==> src/rtl/rf_wb_arbiter_pkg.sv <==
// Shared constants and types for the two-port register-file writeback arbiter
// and its destination-register scoreboard.
package rf_wb_arbiter_pkg;

    localparam int NUM_REGS = 4;
    localparam int ADDR_W   = 2;
    localparam int DATA_W   = 16;
    localparam int NUM_REQ  = 2;

    typedef logic [ADDR_W-1:0]   addr_t;
    typedef logic [DATA_W-1:0]   data_t;
    typedef logic [NUM_REGS-1:0] busy_t;
    typedef logic [NUM_REQ-1:0]  reqVec_t;

    // Identity of the requester that most recently won the write port.
    typedef enum logic {
        REQ0 = 1'b0,
        REQ1 = 1'b1
    } reqId_e;

    function automatic busy_t addrOneHot(input addr_t a);
        busy_t oh;
        oh    = '0;
        oh[a] = 1'b1;
        return oh;
    endfunction

endpackage

==> src/rtl/rf_wb_arbiter_if.sv <==
// Bundle of requester, issue-reservation and register-file write signals;
// the arbiter uses the slave view, the surrounding pipeline the master view.
interface rf_wb_arbiter_if;
    import rf_wb_arbiter_pkg::*;

    logic  req0_valid;
    addr_t req0_addr;
    data_t req0_data;
    logic  req0_ready;

    logic  req1_valid;
    addr_t req1_addr;
    data_t req1_data;
    logic  req1_ready;

    logic  issue_valid;
    addr_t issue_addr;
    logic  issue_ready;

    addr_t rf_addr3;
    data_t rf_data3;
    logic  rf_write;
    busy_t busy;

    modport master (
        output req0_valid, req0_addr, req0_data,
        input  req0_ready,
        output req1_valid, req1_addr, req1_data,
        input  req1_ready,
        output issue_valid, issue_addr,
        input  issue_ready,
        input  rf_addr3, rf_data3, rf_write, busy
    );

    modport slave (
        input  req0_valid, req0_addr, req0_data,
        output req0_ready,
        input  req1_valid, req1_addr, req1_data,
        output req1_ready,
        input  issue_valid, issue_addr,
        output issue_ready,
        output rf_addr3, rf_data3, rf_write, busy
    );

endinterface

==> src/rtl/rf_wb_arbiter_rr_arb2.sv <==
// Two-way round-robin arbiter: a lone requester always wins, contention goes to
// whoever did not win the last actual transfer.
module rr_arb2
    import rf_wb_arbiter_pkg::*;
#(
    parameter int FIRST_PRIO = 0
) (
    input  logic    clk,
    input  logic    reset,
    input  reqVec_t valid_i,
    output reqVec_t grant_o
);

    // Resetting to the other requester makes FIRST_PRIO win the first contention.
    localparam reqId_e RESET_LAST = (FIRST_PRIO == 0) ? REQ1 : REQ0;

    reqId_e lastGrant_q;
    reqId_e lastGrant_d;

    always_comb begin
        grant_o = '0;
        if (!reset) begin
            case (valid_i)
                2'b01:   grant_o = 2'b01;
                2'b10:   grant_o = 2'b10;
                2'b11:   grant_o = (lastGrant_q == REQ0) ? 2'b10 : 2'b01;
                default: grant_o = '0;
            endcase
        end
    end

    // Grants are only issued to valid requesters, so any grant is a transfer.
    always_comb begin
        lastGrant_d = lastGrant_q;
        if (grant_o[0]) begin
            lastGrant_d = REQ0;
        end else if (grant_o[1]) begin
            lastGrant_d = REQ1;
        end
    end

    always_ff @(posedge clk) begin
        if (reset) begin
            lastGrant_q <= RESET_LAST;
        end else begin
            lastGrant_q <= lastGrant_d;
        end
    end

endmodule

==> src/rtl/rf_wb_arbiter.sv <==
// Writeback arbiter: merges ALU and load writebacks onto one register-file
// write port and tracks registers reserved by issue until their write lands.
module rf_wb_arbiter
    import rf_wb_arbiter_pkg::*;
#(
    parameter int FIRST_PRIO = 0
) (
    input  logic            clk,
    input  logic            reset,
    rf_wb_arbiter_if.slave  bus
);

    reqVec_t grant;
    logic    reservation;
    busy_t   busySet;
    busy_t   busyClr;

    logic    rfWrite_q, rfWrite_d;
    addr_t   rfAddr_q,  rfAddr_d;
    data_t   rfData_q,  rfData_d;
    busy_t   busy_q,    busy_d;

    rr_arb2 #(
        .FIRST_PRIO (FIRST_PRIO)
    ) u_arb (
        .clk     (clk),
        .reset   (reset),
        .valid_i ({bus.req1_valid, bus.req0_valid}),
        .grant_o (grant)
    );

    assign bus.req0_ready  = grant[0];
    assign bus.req1_ready  = grant[1];
    assign bus.issue_ready = !reset && !busy_q[bus.issue_addr];
    assign reservation     = bus.issue_valid && bus.issue_ready;

    // Address/data hold their last written values when no transfer occurs.
    always_comb begin
        rfWrite_d = |grant;
        rfAddr_d  = rfAddr_q;
        rfData_d  = rfData_q;
        if (grant[0]) begin
            rfAddr_d = bus.req0_addr;
            rfData_d = bus.req0_data;
        end else if (grant[1]) begin
            rfAddr_d = bus.req1_addr;
            rfData_d = bus.req1_data;
        end
    end

    // Clear follows the registered write; a same-edge reservation wins.
    always_comb begin
        busySet = reservation ? addrOneHot(bus.issue_addr) : '0;
        busyClr = rfWrite_q   ? addrOneHot(rfAddr_q)       : '0;
        busy_d  = (busy_q & ~busyClr) | busySet;
    end

    always_ff @(posedge clk) begin
        if (reset) begin
            rfWrite_q <= 1'b0;
            rfAddr_q  <= '0;
            rfData_q  <= '0;
            busy_q    <= '0;
        end else begin
            rfWrite_q <= rfWrite_d;
            rfAddr_q  <= rfAddr_d;
            rfData_q  <= rfData_d;
            busy_q    <= busy_d;
        end
    end

    assign bus.rf_write = rfWrite_q;
    assign bus.rf_addr3 = rfAddr_q;
    assign bus.rf_data3 = rfData_q;
    assign bus.busy     = busy_q;

endmodule

==> src/flat_wrapper.sv <==
// flat-port wrapper written by rule: the top's interface ports become plain ports
module rf_wb_arbiter_flat import rf_wb_arbiter_pkg::*;
#(
    parameter int FIRST_PRIO = 0
)
  (clk, reset, bus_req0_valid, bus_req0_addr, bus_req0_data, bus_req0_ready, bus_req1_valid, bus_req1_addr, bus_req1_data, bus_req1_ready, bus_issue_valid, bus_issue_addr, bus_issue_ready, bus_rf_addr3, bus_rf_data3, bus_rf_write, bus_busy);
  rf_wb_arbiter_if bus_i ();
  input  logic clk;
  input  logic reset;
  input wire logic [$bits(bus_i.req0_valid)-1:0] bus_req0_valid;
  input wire logic [$bits(bus_i.req0_addr)-1:0] bus_req0_addr;
  input wire logic [$bits(bus_i.req0_data)-1:0] bus_req0_data;
  output wire logic [$bits(bus_i.req0_ready)-1:0] bus_req0_ready;
  input wire logic [$bits(bus_i.req1_valid)-1:0] bus_req1_valid;
  input wire logic [$bits(bus_i.req1_addr)-1:0] bus_req1_addr;
  input wire logic [$bits(bus_i.req1_data)-1:0] bus_req1_data;
  output wire logic [$bits(bus_i.req1_ready)-1:0] bus_req1_ready;
  input wire logic [$bits(bus_i.issue_valid)-1:0] bus_issue_valid;
  input wire logic [$bits(bus_i.issue_addr)-1:0] bus_issue_addr;
  output wire logic [$bits(bus_i.issue_ready)-1:0] bus_issue_ready;
  output wire logic [$bits(bus_i.rf_addr3)-1:0] bus_rf_addr3;
  output wire logic [$bits(bus_i.rf_data3)-1:0] bus_rf_data3;
  output wire logic [$bits(bus_i.rf_write)-1:0] bus_rf_write;
  output wire logic [$bits(bus_i.busy)-1:0] bus_busy;
  assign bus_i.req0_valid = bus_req0_valid;
  assign bus_i.req0_addr = bus_req0_addr;
  assign bus_i.req0_data = bus_req0_data;
  assign bus_req0_ready = bus_i.req0_ready;
  assign bus_i.req1_valid = bus_req1_valid;
  assign bus_i.req1_addr = bus_req1_addr;
  assign bus_i.req1_data = bus_req1_data;
  assign bus_req1_ready = bus_i.req1_ready;
  assign bus_i.issue_valid = bus_issue_valid;
  assign bus_i.issue_addr = bus_issue_addr;
  assign bus_issue_ready = bus_i.issue_ready;
  assign bus_rf_addr3 = bus_i.rf_addr3;
  assign bus_rf_data3 = bus_i.rf_data3;
  assign bus_rf_write = bus_i.rf_write;
  assign bus_busy = bus_i.busy;
  rf_wb_arbiter #(.FIRST_PRIO(FIRST_PRIO)) u_core (.clk(clk), .reset(reset), .bus(bus_i));
endmodule
==> config.mk <==
export PLATFORM = sky130hd
export DESIGN_NAME = rf_wb_arbiter_flat
export DESIGN_NICKNAME = d
export VERILOG_FILES = /design/src/rtl/rf_wb_arbiter_pkg.sv /design/src/rtl/rf_wb_arbiter_if.sv /design/src/rtl/rf_wb_arbiter_rr_arb2.sv /design/src/rtl/rf_wb_arbiter.sv /design/src/flat_wrapper.sv
export SDC_FILE = /design/constraint.sdc
export NUM_CORES = 1
export LEC_CHECK = 0
export ABC_AREA = 1
export CAP_MARGIN = 20
export CORE_MARGIN = 2
export CORE_UTILIZATION = 42
export DETAILED_ROUTE_END_ITERATION = 6
export GPL_ROUTABILITY_DRIVEN = 0
export PLACE_DENSITY = 0.85
export SYNTH_ARGS = -nofsm -noshare
export SYNTH_HDL_FRONTEND = slang
export SYNTH_HIERARCHICAL = 1
export SYNTH_SLANG_ARGS = --single-unit
==> constraint.sdc <==
create_clock -name clk -period 2.8 [get_ports clk]
set_input_delay 0.56 -clock clk [delete_from_list [all_inputs] [get_ports clk]]
set_output_delay 0.56 -clock clk [all_outputs]
set_load 0.02 [all_outputs]
After elaboration in Yosys (flattened, before gate mapping)
Cells that the tools add are included.
- bitwise gates (word level): 3
- magnitude comparators: 4
- muxes and demuxes: 17
- eq/ne operators: 3
- reduce and logical (&&, ||, !) cells: 8
- operators by type and width (kind ; count):
    $mux W16 ; 2
    $mux W2 ; 4
    $mux W4 ; 2
    $lt A2 B3 Y1 const B ; 2
    $pmux W2 S3 ; 1
    $mux W1 ; 5
    $and A4 B4 Y4 ; 1
    $demux W1 S2 ; 2
    $eq A2 B2 Y1 const B ; 2
    $ge A2 B1 Y1 const B ; 2
    $logic_and A1 B1 Y1 ; 4
    $not A4 Y4 ; 1
    $or A4 B4 Y4 ; 1
    $bmux W1 S2 ; 1
    $eq A2 B1 Y1 const B ; 1
    $logic_not A1 Y1 ; 2
    $reduce_bool A2 Y1 ; 1
    $reduce_or A2 Y1 ; 1
- register bits: 24
- bits of input ports: 43
- output and inout port bits: 26
- logic and storage cells: 40

Logic depth before layout (Yosys ltp)
Gate-level depths: netlist of run 1.
- word-level depth: 8
- gate-level depth with buffers: 11
- mapped depth without buffers: 10

Hierarchy
Netlist of run 1, hierarchy kept.
- by module, submodules not included (module ; area an instance (um2) ; cells each ; times used ; seq. area each (um2)):
    rf_wb_arbiter ; 1252.5 ; 177 ; 1 ; 460.4
    rr_arb2 ; 67.6 ; 11 ; 1 ; 20.0

Least setup slack after synthesis of run 1
OpenSTA, ideal clock, no wires.
- path kind: input port to flip-flop
- from: input reset
- to: register u_core.rfData_q[10] (netlist: u_core/bus.rf_data3[10])
- slack: 928 ps
- arrival: 1764 ps
- stages: 11
- data required time: 2691 ps
- library setup time: 109 ps
- buffers on the path: 2
- cells stage by stage: inv_2 > nand2_1 > a21oi_1 > buf_6 > or2_4 > inv_6 > buf_12 > nand2_2 > nand3_2 > nand2_1 > inv_1
- cells in the longest elaborated chain, start to end: 2
- elaborated cells between the ends (all ways): 3
- classes of those cells: 2 x mux; 1 x reduce/logical
- ends and longest elaborated chain (item ; RTL line ; RTL):
    start: declaration ; flat_wrapper.sv:9 ; input logic reset;
    $mux W2 ; rf_wb_arbiter_rr_arb2.sv:22 ; if (!reset) begin
    net bus_req1_ready ; flat_wrapper.sv:17 ; output wire logic [$bits(bus_i.req1_ready)-1:0] bus_req1_ready;
    $reduce_bool A2 Y1 (no line) ; -- ;
    end signal: assignment ; rf_wb_arbiter.sv:67 ; rfData_q <= rfData_d;
    end: declaration ; rf_wb_arbiter.sv:20 ; data_t rfData_q, rfData_d;
The timed path passes the listed nets, and every way through them passes these cells.
A chain may end at the register's enable or synchronous reset.

Worst setup path after layout of run 1
- from: input bus_issue_addr[0]
- to: output bus_issue_ready
- cells in the longest elaborated chain, start to end: 4
- ends and longest elaborated chain (item ; RTL line ; RTL):
    start: declaration ; flat_wrapper.sv:19 ; input wire logic [$bits(bus_i.issue_addr)-1:0] bus_issue_addr;
    $bmux W1 S2 ; rf_wb_arbiter.sv:34 ; assign bus.issue_ready = !reset && !busy_q[bus.issue_addr];
    $mux W1 (not written as such) ; rf_wb_arbiter.sv:34 ;
    $logic_not A1 Y1 ; rf_wb_arbiter.sv:34 ;
    $logic_and A1 B1 Y1 ; rf_wb_arbiter.sv:34 ;
    end: declaration ; flat_wrapper.sv:20 ; output wire logic [$bits(bus_i.issue_ready)-1:0] bus_issue_ready;
Every way passes these cells. The select of a mux whose other input is x is not followed.

==> results of run 1 <==
-- cell type report --
cell class / count / area (sq um) / area share [%]
Clock buffer: 4 / 36.3 / 1.78
Inverter: 33 / 129 / 6.32
Timing Repair Buffer: 72 / 711 / 34.8
Multi-Input combinational cell: 124 / 629 / 30.8
Tap cell: 44 / 55.1 / 2.70
Sequential cell: 24 / 480 / 23.5
-- layer usage --
layer	wire length, microns	share of wire [%]	up-vias
met5	0	0	-
met4	23	0.71	0
met3	166	5.1	5
met2	1680	52	45
met1	1360	42	624
li1	-	-	728
-- through the flow --
step | power [mW] | utilization [%]
floorplan | 0.508 | -
global placement | 0.620 | 66.2
detailed placement | 0.624 | 66.2
CTS | 0.804 | 67.4
global route | 0.845 | 67.4
finish | 0.792 | 67.4
-- registers in the layout (all words and copies together) (netlist names) --
name	flops
u_core/bus.rf_write	1
u_core/bus.rf_data3	16
u_core/bus.rf_addr3	2
u_core/bus.busy	4
u_core/u_arb/lastGrant_q	1
-- placed cells by master (no fill, tap or decap) --
cell and instances:
inv_1 26, clkdlybuf4s50_1 68, a21oi_1 4, inv_2 6, o31ai_1 2, nand2_2 11
nand3_1 27, nand2_1 50, nand4_1 4, nand3_2 9, nor2_1 6, o21ai_0 6
nor3_1 1, inv_6 1, a21oi_2 1, clkbuf_8 1, dfxtp_1 24, or2_4 1
buf_4 4, clkbuf_4 3, nor2_2 2
-- kinds of logic (layout without fill, tap and decap cells) --
family | count (synthesis) | count (layout) | share of synthesized area [%]
simple gates | 111 | 111 | 42.1
buf+inv | 40 | 109 | 16.2
flops | 24 | 24 | 36.4
compound gates | 13 | 13 | 5.31
-- power breakdown --
part / switching, mW / internal, mW
sequential: 0.0140 / 0.363
clock: 0.0971 / 0.0792
combinational: 0.114 / 0.125
total: 0.225 / 0.567
-- critical path, delay by kind of cell --
family	cells	cell delay [ps]
simple gates	3	330
buf+inv	3	1260
-- worst max path at each step --
stage                                 start  cells after the start  slack [ps]                      end
after floorplan                       reset                     11         930  u_core/bus.rf_data3[10]
after global placement    bus_issue_addr[0]                      6         130          bus_issue_ready
after detailed placement  bus_issue_addr[0]                      6         110          bus_issue_ready
after CTS                 bus_issue_addr[0]                      6         110          bus_issue_ready
after global routing      bus_issue_addr[0]                      6          60          bus_issue_ready
final                     bus_issue_addr[0]                      6          90          bus_issue_ready
==> impl_metrics.py, run 1 <==
metrics = {
    "run_status": {
        "outcome": "completed",
    },
    "drt": {
        "wl_mm": 3.23,
        "via_count": 1402,
        "drt_iter0_drc": 51,
        "firstDrtPassIters": 4,
        "viasPerCell": 4.66,
        "postRouteAntennaNets": 0,
        "wl_per_cell_microns": 10.7,
        "drc": 0,
    },
    "synth": {
        "syn_nets": 231,
        "ys_ff_latch": 24,
        "synth_cell_types": 21,
        "synthTopCellsByCount": "nand2_1 (50), nand3_1 (27), inv_1 (26), dfxtp_1 (24), nand2_2 (11)",
        "yosys_warnings": 6,
        "synthTopCellsByArea": "dfxtp_1 (36%), nand2_1 (14%), nand3_1 (10%), inv_1 (7.4%), nand3_2 (6.8%)",
        "avgSynthCellArea_sq_um": 7.02,
        "synth_top_area_share_pct": 36.4,
        "synthArstFlopShare_pct": 0,
        "syn_area_sq_mm": 0.00132,
        "synth.most_common_cell": "nand2_1",
        "synth_edf_count": 0,
        "synth.yosys.seq_area_share_pct": 36.4,
        "synthFlopType": "dfxtp_1",
        "yosysTopAreaCell": "dfxtp_1",
        "netlist_instances": 188,
    },
    "global_route": {
        "antenna_found_initial": 0,
        "grt_max_degree": 23,
        "grt_usage_pct": 18.8,
        "grt_pass1_vias": 1220,
        "grt_use_met2_pct": 33.5,
        "grt_pass1_wl_mm": 5.22,
        "globalRouteMet3Util_pct": 3.46,
        "grt_use_met1_pct": 23.0,
        "overflow": 0,
        "top_usage_layer": "met2",
    },
    "cts": {
        "clockBufferDepth": 2,
        "clkSlewWorstSetupHoldPaths_ps": 130,
        "cts.sinks": 24,
        "ctsHoldBuffers": 0,
        "cts_inserted_buffers": 3,
        "htreeDepth": 1,
        "postCtsSetupBuffers": 0,
        "cts_resized": 0,
        "insertion_delay_ps": 300,
        "clockRootBuffer": "clkbuf_4",
        "cts_tree": "done",
    },
    "timing": {
        "relSlewSlack_pct": 67.8,
        "tightestPinTransition_ps": 482,
        "fin_crit_ps": 2710,
        "final_hold_viol_count": 0,
        "final_max_slew_viol_count": 0,
        "fin_crit_sh_pct": 96.8,
        "hold_ws_ps": 498,
        "setup_ws_ps": 88.2,
        "grt_setup_unrepaired": "no",
        "setup_violations": 0,
        "max_freq_mhz": 369,
        "skew_ps": 2.17,
        "setup_tns_ps": 0,
    },
    "pwr": {
        "ir_drop_v": 0.000254,
        "leakage_nw": 0.990,
        "power.density_mw_per_mm2": 388,
    },
    "worst_setup_path": {
        "path_max_fanout": 5,
        "cp_slowest_cell": "clkdlybuf4s50_1",
        "reg2reg_slack_ps": 1140,
        "crit_chain": "clkdlybuf4s50_1 -> inv_2 -> nand2_1 -> nor2_1 -> nor3_1 -> clkdlybuf4s50_1",
        "crit_path_max_incr_delay_ps": 620,
        "worstSetupPathType": "in2out",
        "critPathCaptureType": "primary output",
        "r2r-end": "u_core/bus.rf_data3[6]",
        "rr_startpoint": "u_core/u_arb/lastGrant_q",
        "r2r_cells": 10,
        "cpMostUsedCell": "clkdlybuf4s50_1",
        "start_kind": "input pin",
        "cp.required_ps": 2240,
        "cp_data_arrival_time_ps": 2150,
    },
    "floorplan": {
        "die_w_microns": 60.1,
        "num_io_pins": 69,
        "die_area_sq_mm": 0.00361,
        "rows": 20,
        "die_y_microns": 60.1,
        "initial_utilization_pct": 43.6,
        "core_area_sq_mm": 0.00303,
    },
    "run": {
        "maxCapViolCount": 0,
    },
    "placed_design": {
        "placed_cell_area_sq_mm": 0.00200,
        "pre_cts_ws_ps": 109,
        "placed_cells": 297,
        "portBuffers": 68,
        "hpwlAfterDp_mm": 2.47,
    },
    "cells_and_area": {
        "antenna_cells": 0,
        "fillers": 260,
        "layout.cells.non_filler": 301,
        "final_nets": 301,
        "fin_area_sq_mm": 0.00204,
        "drive_gt1_share_pct": 15.2,
        "area_growth_pct": 54.6,
    },
    "worst_hold_path": {
        "min_path_type": "reg2reg",
        "hold_start": "u_core/bus.busy[0]",
        "hold_end": "u_core/bus.busy[0]",
        "min_path_cells": 2,
    },
}
Note: power is estimated with default switching activity, not from simulation.
==> run 2, diff against run 1 <==
--- a/config.mk
+++ b/config.mk
@@ -7,7 +7,7 @@
 export LEC_CHECK = 0
 export ABC_AREA = 1
 export CAP_MARGIN = 20
-export CORE_MARGIN = 2
+export CORE_MARGIN = 1.5
 export CORE_UTILIZATION = 42
 export DETAILED_ROUTE_END_ITERATION = 6
 export GPL_ROUTABILITY_DRIVEN = 0
==> impl_metrics.py, run 2 (synthesis results as in run 1) <==
metrics = {
    "run_status": {
        "outcome": "completed",
    },
    "worst_setup_path": {
        "cpMostUsedCell": "clkdlybuf4s50_1",
        "path_buf_inv": 3,
        "cp_slowest_cell": "clkdlybuf4s50_1",
        "r2r_cells": 10,
        "cp.required_ps": 2240,
        "path_max_fanout": 5,
        "reg2reg_slack_ps": 1150,
        "cp_data_arrival_time_ps": 2130,
        "crit_path_max_incr_delay_ps": 620,
        "critical-path-top-delay-family": "buffers and inverters",
        "crit_chain": "clkdlybuf4s50_1 -> inv_2 -> nand2_1 -> nor2_1 -> nor3_1 -> clkdlybuf4s50_1",
        "start_kind": "input pin",
        "r2r-end": "u_core/bus.rf_data3[6]",
        "rr_startpoint": "u_core/u_arb/lastGrant_q",
        "worstSetupPathType": "in2out",
        "critPathCaptureType": "primary output",
    },
    "timing": {
        "grt_setup_unrepaired": "no",
        "setup_tns_ps": 0,
        "skew_ps": 7.20,
        "tightestPinTransition_ps": 519,
        "relSlewSlack_pct": 65.3,
        "max_freq_mhz": 372,
        "setup_violations": 0,
        "fin_crit_ps": 2690,
        "fin_crit_sh_pct": 96.0,
        "final_max_slew_viol_count": 0,
        "final_hold_viol_count": 0,
    },
    "global_route": {
        "grt_pass1_wl_mm": 5.12,
        "grt_pass1_vias": 1248,
        "grt_max_degree": 23,
        "grt_usage_pct": 18.7,
        "overflow": 0,
        "antenna_found_initial": 0,
    },
    "cts": {
        "clkSlewWorstSetupHoldPaths_ps": 120,
        "postCtsSetupBuffers": 0,
        "cts.sinks": 24,
        "clockBufferDepth": 2,
        "htreeDepth": 1,
        "insertion_delay_ps": 300,
        "ctsHoldBuffers": 0,
        "clockRootBuffer": "clkbuf_4",
        "cts_tree": "done",
        "cts_inserted_buffers": 3,
        "cts_resized": 0,
    },
    "cells_and_area": {
        "layout_common_cells": "clkdlybuf4s50_1 (68), nand2_1 (50), nand3_1 (27)",
        "drive_gt1_share_pct": 14.8,
        "area_growth_pct": 53.6,
        "largest_register_ff_count": 16,
        "final_nets": 301,
        "layout_commonest_cell": "clkdlybuf4s50_1",
        "antenna_cells": 0,
    },
    "floorplan": {
        "die_y_microns": 59.1,
        "die_area_sq_mm": 0.00349,
        "num_io_pins": 69,
        "die_w_microns": 59.1,
        "initial_utilization_pct": 43.6,
        "rows": 20,
        "core_area_sq_mm": 0.00303,
    },
    "drt": {
        "wl_per_cell_microns": 10.7,
        "via_count": 1383,
        "firstDrtPassIters": 4,
        "drt_iter0_drc": 47,
        "viasPerCell": 4.61,
        "postRouteAntennaNets": 0,
        "drc": 0,
        "wl_mm": 3.20,
    },
    "placed_design": {
        "portBuffers": 68,
        "hpwlAfterDp_mm": 2.39,
    },
    "worst_hold_path": {
        "hold_start": "u_core/bus.busy[3]",
        "min_path_cells": 2,
        "hold_end": "u_core/bus.busy[3]",
        "min_path_type": "reg2reg",
    },
    "pwr": {
        "leakage_nw": 0.983,
        "power.density_mw_per_mm2": 374,
        "total_power_uw": 759,
        "ir_drop_v": 0.000227,
    },
    "run": {
        "maxCapViolCount": 0,
    },
}
## run 2: changes by cell type in the layout (fill, tap and decap cells not counted), sizes merged
cell,change
clkbuf,-1
## run 2: cell type report
cell class	count	area, sq um
fillers	279	1000
well taps	44	55.1
inverters	33	129
flip-flops and latches	24	480
repair buffers	72	711
clock buffers	3	22.5
multi-input cells	124	629
## run 2: worst min-delay path, stage by stage (launching register included)
cell and delay (ps):
dfxtp_1 350, o31ai_1 60, a21oi_1 60
## run 2: where the power goes
group          internal (mW)  total, mW  switching [mW]
registers              0.363      0.376          0.0134
logic                  0.125      0.239           0.114
clock network         0.0501      0.144          0.0939
## run 2: metrics by stage
stage                     area (sq um)  setup WS [ps]  hold WS [ps]  utilization (%)  std cells
after floorplan                   1320            928           479                -        188
after global placement            2000            143           480             66.2        297
after detailed placement          2000            117           483             66.2        297
after CTS                         2030            113           501             66.9        300
after global routing              2030           3.75           535             66.9        300
final                             2030            111           496             66.9        300
## run 2: layer usage
metal	share of wire [%]	global-route usage [%]	wire, microns	vias up
met5	0	0	0	-
met4	0.50	5.84	16	0
met3	6.1	3.28	196	2
li1	-	-	-	726
met1	41	20.9	1310	616
met2	52	35.6	1670	39
## run 2: how the worst max path moves through the flow
stage,depth (start not counted),end,start,slack [ps]
floorplan,11,u_core/bus.rf_data3[10],reset,930
global placement,6,bus_issue_ready,bus_issue_addr[0],140
detailed placement,6,bus_issue_ready,bus_issue_addr[0],120
CTS,6,bus_issue_ready,bus_issue_addr[0],110
global route,6,bus_issue_ready,bus_issue_addr[0],4
finish,6,bus_issue_ready,bus_issue_addr[0],110
